### src/rtl/disp_share_arb.sv
// Two-client round-robin arbiter for the shared 4-digit seven-segment display,
// holding each grant for a minimum dwell. Optional owner-dp blink: DISP_ARB_WAIT_BLINK_EN.
module disp_share_arb #(
  parameter int TICK_DIV = 5000000,
  parameter int DWELL    = 20
) (
  input  logic        clk,
  input  logic        reset,
  input  logic        req0,
  input  logic [15:0] val0,
  input  logic [3:0]  dp0,
  input  logic        req1,
  input  logic [15:0] val1,
  input  logic [3:0]  dp1,
  output logic [1:0]  grant,
  output logic [3:0]  hex3,
  output logic [3:0]  hex2,
  output logic [3:0]  hex1,
  output logic [3:0]  hex0,
  output logic [3:0]  dp_out
);

  localparam int PW = (TICK_DIV > 2) ? $clog2(TICK_DIV) : 1;
  localparam int DW = $clog2(DWELL + 1);

  typedef enum logic [1:0] {
    IDLE = 2'd0,
    GNT0 = 2'd1,
    GNT1 = 2'd2
  } state_t;

  state_t          state;
  state_t          next_state;
  logic [PW-1:0]   pre_cnt;
  logic            tick;
  logic [DW-1:0]   dwell;
  logic            dwell_full;
  logic            rr_fav;
  logic            state_change;
  logic            blink_d;
  logic [1:0]      grant_d;
  logic [15:0]     hex_d;
  logic [3:0]      dp_d;

  // Free-running prescaler; grant changes never disturb its phase.
  assign tick = (pre_cnt == PW'(TICK_DIV - 1));

  always_ff @(posedge clk) begin
    if (reset) begin
      pre_cnt <= '0;
    end else if (tick) begin
      pre_cnt <= '0;
    end else begin
      pre_cnt <= pre_cnt + PW'(1);
    end
  end

  assign dwell_full   = (dwell == DW'(DWELL));
  assign state_change = (next_state != state);

  always_comb begin
    next_state = state;
    case (state)
      IDLE: begin
        if (req0 && req1) begin
          next_state = rr_fav ? GNT1 : GNT0;
        end else if (req0) begin
          next_state = GNT0;
        end else if (req1) begin
          next_state = GNT1;
        end
      end
      GNT0: begin
        if (!req0) begin
          next_state = req1 ? GNT1 : IDLE;
        end else if (dwell_full && req1) begin
          next_state = GNT1;
        end
      end
      GNT1: begin
        if (!req1) begin
          next_state = req0 ? GNT0 : IDLE;
        end else if (dwell_full && req0) begin
          next_state = GNT0;
        end
      end
      default: next_state = IDLE;
    endcase
  end

  always_ff @(posedge clk) begin
    if (reset) begin
      state <= IDLE;
    end else begin
      state <= next_state;
    end
  end

  // A tick landing on a transition is dropped because the clear wins.
  always_ff @(posedge clk) begin
    if (reset) begin
      dwell <= '0;
    end else if (state_change) begin
      dwell <= '0;
    end else if ((state != IDLE) && tick && !dwell_full) begin
      dwell <= dwell + DW'(1);
    end
  end

  always_ff @(posedge clk) begin
    if (reset) begin
      rr_fav <= 1'b0;
    end else if (state_change && (next_state == GNT0)) begin
      rr_fav <= 1'b1;
    end else if (state_change && (next_state == GNT1)) begin
      rr_fav <= 1'b0;
    end
  end

`ifdef DISP_ARB_WAIT_BLINK_EN
  logic blink;
  logic other_waiting;

  assign other_waiting = ((state == GNT0) && req1) || ((state == GNT1) && req0);

  always_comb begin
    blink_d = blink;
    if (state_change || !other_waiting) begin
      blink_d = 1'b0;
    end else if (tick) begin
      blink_d = ~blink;
    end
  end

  always_ff @(posedge clk) begin
    if (reset) begin
      blink <= 1'b0;
    end else begin
      blink <= blink_d;
    end
  end
`else
  assign blink_d = 1'b0;
`endif

  // Output mux keyed by next state so the first grant cycle already shows the new owner.
  always_comb begin
    grant_d = 2'b00;
    hex_d   = 16'h0000;
    dp_d    = 4'b1111;
    case (next_state)
      GNT0: begin
        grant_d = 2'b01;
        hex_d   = val0;
        dp_d    = dp0 ^ {4{blink_d}};
      end
      GNT1: begin
        grant_d = 2'b10;
        hex_d   = val1;
        dp_d    = dp1 ^ {4{blink_d}};
      end
      default: begin
        grant_d = 2'b00;
        hex_d   = 16'h0000;
        dp_d    = 4'b1111;
      end
    endcase
  end

  always_ff @(posedge clk) begin
    if (reset) begin
      grant  <= 2'b00;
      hex3   <= 4'h0;
      hex2   <= 4'h0;
      hex1   <= 4'h0;
      hex0   <= 4'h0;
      dp_out <= 4'b1111;
    end else begin
      grant  <= grant_d;
      hex3   <= hex_d[15:12];
      hex2   <= hex_d[11:8];
      hex1   <= hex_d[7:4];
      hex0   <= hex_d[3:0];
      dp_out <= dp_d;
    end
  end

endmodule

### config.mk
export PLATFORM = sky130hd
export DESIGN_NAME = disp_share_arb
export DESIGN_NICKNAME = d
export VERILOG_FILES = /design/src/rtl/disp_share_arb.sv
export SDC_FILE = /design/constraint.sdc
export NUM_CORES = 1
export LEC_CHECK = 0
export CORE_MARGIN = 2
export CORE_UTILIZATION = 40
export DETAILED_ROUTE_END_ITERATION = 6
export GPL_ROUTABILITY_DRIVEN = 0
export GPL_TIMING_DRIVEN = 0
export PLACE_DENSITY = 0.69
export SKIP_LAST_GASP = 1
export SYNTH_ARGS = -nofsm -noshare
export SYNTH_HDL_FRONTEND = slang
export SYNTH_SLANG_ARGS = --single-unit
### constraint.sdc
create_clock -name clk -period 6.7 [get_ports clk]
set_clock_uncertainty 0.2 [all_clocks]
set_input_delay 1.675 -clock clk [delete_from_list [all_inputs] [get_ports clk]]
set_output_delay 1.675 -clock clk [all_outputs]
set_load 0.03 [all_outputs]
### Word level (Yosys, flattened, before mapping)

Index checks and enable logic that the tools add are counted.

| word-level totals | value |
|---|---|
| flip-flop bits (word level) | 53 |
| logic and storage cells | 48 |
| bits of input ports | 44 |
| output and inout port bits | 22 |

| operators by class | value |
|---|---|
| multiplexer cells | 16 |
| $add $sub $neg | 2 |
| eq/ne operators | 7 |
| reductions and logical operators | 13 |

Operators by type and width:

| operator | number |
|---|---|
| 16-bit case mux with 2 select lines | 1 |
| 23-bit by 1-bit adder with 23-bit output, second input constant | 1 |
| 23-bit == test, second input constant | 1 |
| 2-bit 2-to-1 mux | 9 |
| 4-bit case mux with 2 select lines | 1 |
| 1-bit logical AND | 7 |
| 2-bit case mux with 3 select lines | 1 |
| 5-bit by 1-bit adder with 5-bit output, second input constant | 1 |
| 5-bit == test, second input constant | 1 |
| 2-bit by 1-bit == test with 1-bit output, second input constant | 2 |
| 2-bit == test, second input constant | 2 |
| 2-bit case mux with 2 select lines | 1 |
| 2-bit nonzero test | 2 |
| 2-bit OR reduction | 2 |
| 1-bit 2-to-1 mux | 3 |
| 2-bit logical NOT | 1 |
| 2-bit inequality test | 1 |
| 1-bit logical NOT | 1 |

### Longest topological paths before layout

| logic depth | value |
|---|---|
| word-level depth | 9 |
| mapped depth | 11 |
| depth with buffers taken out | 10 |

### Worst setup path after synthesis

Ideal clock, no wire load.

| timing path | value |
|---|---|
| path type | input to register |
| start | input port req0 |
| end | register dp_out[0] |
| path buffers | 1 |
| setup slack | 3452 ps |
| library setup time | 122 ps |
| required time | 6378 ps |
| stages on the path | 7 |
| arrival | 2926 ps |
| path through | o21ai_0 nand3_1 inv_1 ha_1 or2_2 clkbuf_1 a221o_1 |

| on the way | value |
|---|---|
| longest elaborated chain between the ends | 6 |
| elaborated cells on any way between the ends | 12 |
| classes of those cells | eq/ne (2); mux (8); reduce/logical (2) |

Ends and longest elaborated chain:

| element | line | RTL |
|---|---|---|
| start, declared | 9 | `input logic req0,` |
| 1-bit logical AND | 83 | `end else if (dwell_full && req0) begin` |
| 2-bit 2-to-1 mux | 83 |  |
| 2-bit 2-to-1 mux | 81 | `if (!req1) begin` |
| 2-bit case mux with 3 select lines * | 63 | `case (state)` |
| named net next_state[1] | 33 | `state_t next_state;` |
| 2-bit == test / 2-bit by 1-bit == test with 1-bit output (equally long branches) | 151 | `case (next_state)` |
| 4-bit case mux with 2 select lines * | 151 |  |
| end signal, assigned | 184 | `dp_out <= dp_d;` |
| end, declared | 20 | `output logic [3:0] dp_out` |

The timed path passes the listed nets; every way through them passes the cells marked *.
A chain may end at the register's enable or synchronous reset.

### Worst setup path in the final report

| timing path | value |
|---|---|
| start | input port req0 |
| end | register dp_out[1] |

The elaborated chain is that of the path after synthesis.

==> flow_summary.ini <==
[outcome]
status = finished, final reports clean

[worst_setup_path]
crit_chain = clkdlybuf4s50_1 > o21ai_0 > nand3_1 > inv_1 > ha_1 > or2_2 > clkbuf_1 > a221o_1
cp_slowest_cell = clkdlybuf4s50_1
cp.required_ns = 6.70
reg2reg_slack_ns = 3.71
critical_path.top_delay_family = buffers and inverters
r2r_start = dwell[0]
reg2regPathDepth = 11
worstPathArrival_ns = 3.69
crit_buf_inv = 3
criticalPathCategory = in2reg
max_stage_delay_ns = 0.56
cp-end-kind = register
worst_r2r_endpoint = dp_out[1]
cp_max_fo = 10
start_kind = input port

[cts]
post_cts_buffers = 0
ctsHoldBuffers = 0
h-tree-depth = 2
clk_pin_slew_ns = 0.09
clock-sinks = 53
cts.repair.resized = 0
cts_tree = yes
clk_latency_ns = 0.30
cts-buffers-inserted = 5
cts_max_path_buffers = 2
cts-root-buf = clkbuf_8

[floorplanning]
initial_utilization_pct = 41.2
dieArea_um2 = 6300
top_level_ports = 66
rows = 27
coreArea_um2 = 5510
chipHeight_um = 79.3
die_w_um = 79.3

[layout]
nets = 370
antenna_cells = 0
drive_gt1_share_pct = 7.81
final_common_cell = clkdlybuf4s50_1
final_cell_mix = 65 x clkdlybuf4s50_1, 53 x dfxtp_1, 45 x nor2_1, 16 x a22oi_1
area_delta_synth_final_pct = 37.9

[pwr]
swShare_pct = 24.3
p_int_mw = 0.501
leakage_nw = 1.14
switching_power_mw = 0.161
finalPower_mw = 0.662
pwr_density_cell_nw_per_um2 = 211
ir_drop_v = 0.000148
p_clk_share_pct = 34.0
p_comb_share_pct = 16.0
p_seq_share_pct = 50.0

[drt]
antenna_left = 0
wl_um = 4990
drt-vias-per-instance = 4.91
routedWlPerCell_um = 12.7
drt_first_pass_iters = 4
drtIter0Drc = 93
via_count = 1926
route.detailed.drc = 0

[flow_run]
maxCapViolCount = 0

[timing]
slew_violations = 0
worst_pin_slew_ns = 0.685
worst_slew_margin_rel_pct = 53.9
max_freq_mhz = 271
fin_crit_sh_pct = 55.1
rsz0062_at_grt = no
setup_tns_ns = 0
hold_violations = 0
setup_viol = 0
fin_crit_ns = 3.69

[global_route]
track_usage_pct = 16.3
grt_pass1_wl_um = 8150
grt.overflow.total = 0
grt_pass1_vias = 1754
antenna_found_initial = 0
grt_start_max_net_pins = 17

[worst_hold_path]
hp-class = reg2reg
min_to = pre_cnt[0]
hp-start = pre_cnt[0]
min_delay_path_depth = 1

[synthesis]
syn_inst = 247
synth_cell_type_count = 42
yosys_warnings = 0
synth_area_um2 = 2270
synth_fp_nets = 298
ys_ff_latch = 53
ys_seq_area_share_pct = 46.7
post_synth.cell_area_avg_um2 = 9.19

[placement]
dp_hpwl_um = 3740
port_buffers = 65
## cells in the mapped netlist, drive strengths merged
master | n | share of area [%]
or4 | 1 | 0.50
or4b | 2 | 1.0
nand4b | 1 | 0.39
a21o | 1 | 0.39
nand2 | 11 | 1.8
and4 | 2 | 0.83
and3 | 4 | 1.2
ha | 7 | 3.9
buf | 2 | 0.44
nor4 | 4 | 1.8
a22oi | 16 | 5.3
xnor2 | 6 | 2.3
nor3 | 5 | 1.3
inv | 6 | 0.99
nor2b | 2 | 0.55
xor2 | 13 | 5.0
a21oi | 6 | 1.3
dfxtp | 53 | 47
and4b | 2 | 0.94
and2 | 1 | 0.28
a211oi | 1 | 0.33
nand4 | 8 | 2.2
nand3 | 13 | 2.9
o21ba | 1 | 0.44
o21a | 1 | 0.33
mux2 | 2 | 0.99
clkbuf | 8 | 1.3
nor4bb | 1 | 0.44
or3 | 5 | 1.4
a21bo | 1 | 0.44
or2 | 3 | 0.83
nor3b | 1 | 0.33
a221o | 4 | 1.8
mux2i | 1 | 0.44
nor2 | 45 | 7.4
o21ai | 7 | 1.5
## through the flow
step           cells  hold WS [ns]  util (%)  cell area (um^2)  worst slack [ns]
2_1_floorplan    247         0.249         -              2270              3.45
3_3_place_gp     384         0.272      54.7              3010              2.69
3_5_place_dp     384         0.282      54.7              3010              2.67
4_1_cts          392         0.306      56.9              3130              3.00
5_1_grt          392         0.326      56.9              3130              2.86
6_report         392         0.305      56.9              3130              3.01
## layout make-up
| type | count | area [um^2] |
|---|---|---|
| fill | 512 | 2370 |
| multi-input combinational | 178 | 1150 |
| sequential | 53 | 1060 |
| timing repair buffer | 65 | 651 |
| tap | 72 | 90.1 |
| clock buffer | 6 | 82.6 |
| buffer | 10 | 40.0 |
| clock inverter | 2 | 37.5 |
| inverter | 6 | 22.5 |
## layer usage
layer  up-vias  share of wire, %  global-route usage (%)
li1       1013                 -                       -
met4         0              0.82                    5.17
met5         -                 0                       0
met2        29                50                    28.6
met3         5               3.7                    3.64
met1       879                45                    19.8
## cell families after synthesis
family	Yosys count	share of synthesized area, %
AOI/OAI and AO/OA	38	11.8
xor gates and xnor gates	19	7.33
adders and majority gates	7	3.86
buffers and inverters	16	2.75
DFF	53	46.7
muxes	3	1.43
and+or+nand+nor	111	26.1
## power by group through the flow
stage          clock (mW)  combinational (mW)  sequential [mW]
2_1_floorplan           0              0.0365            0.355
3_3_place_gp            0               0.106            0.338
3_5_place_dp            0               0.107            0.338
4_1_cts             0.232               0.108            0.331
5_1_grt             0.244               0.116            0.332
6_report            0.225               0.106            0.331
## flip-flops by register name, summed over array words and instances (netlist names)
signal,count
pre_cnt,23
dwell,5
dp_out,4
hex0,4
hex1,4
hex2,4
hex3,4
grant,2
state,2
rr_fav,1
## worst max path at each step
stage          start   endpoint  slack, ns  cells past startpoint
3_3_place_gp    req0  dp_out[2]       2.69                      8
2_1_floorplan   req0  dp_out[0]       3.45                      7
4_1_cts         req0  dp_out[2]       3.00                      8
5_1_grt         req0  dp_out[1]       2.86                      8
3_5_place_dp    req0  dp_out[1]       2.67                      8
6_report        req0  dp_out[1]       3.01                      8
No activity file was read; power rests on OpenSTA's default activity.
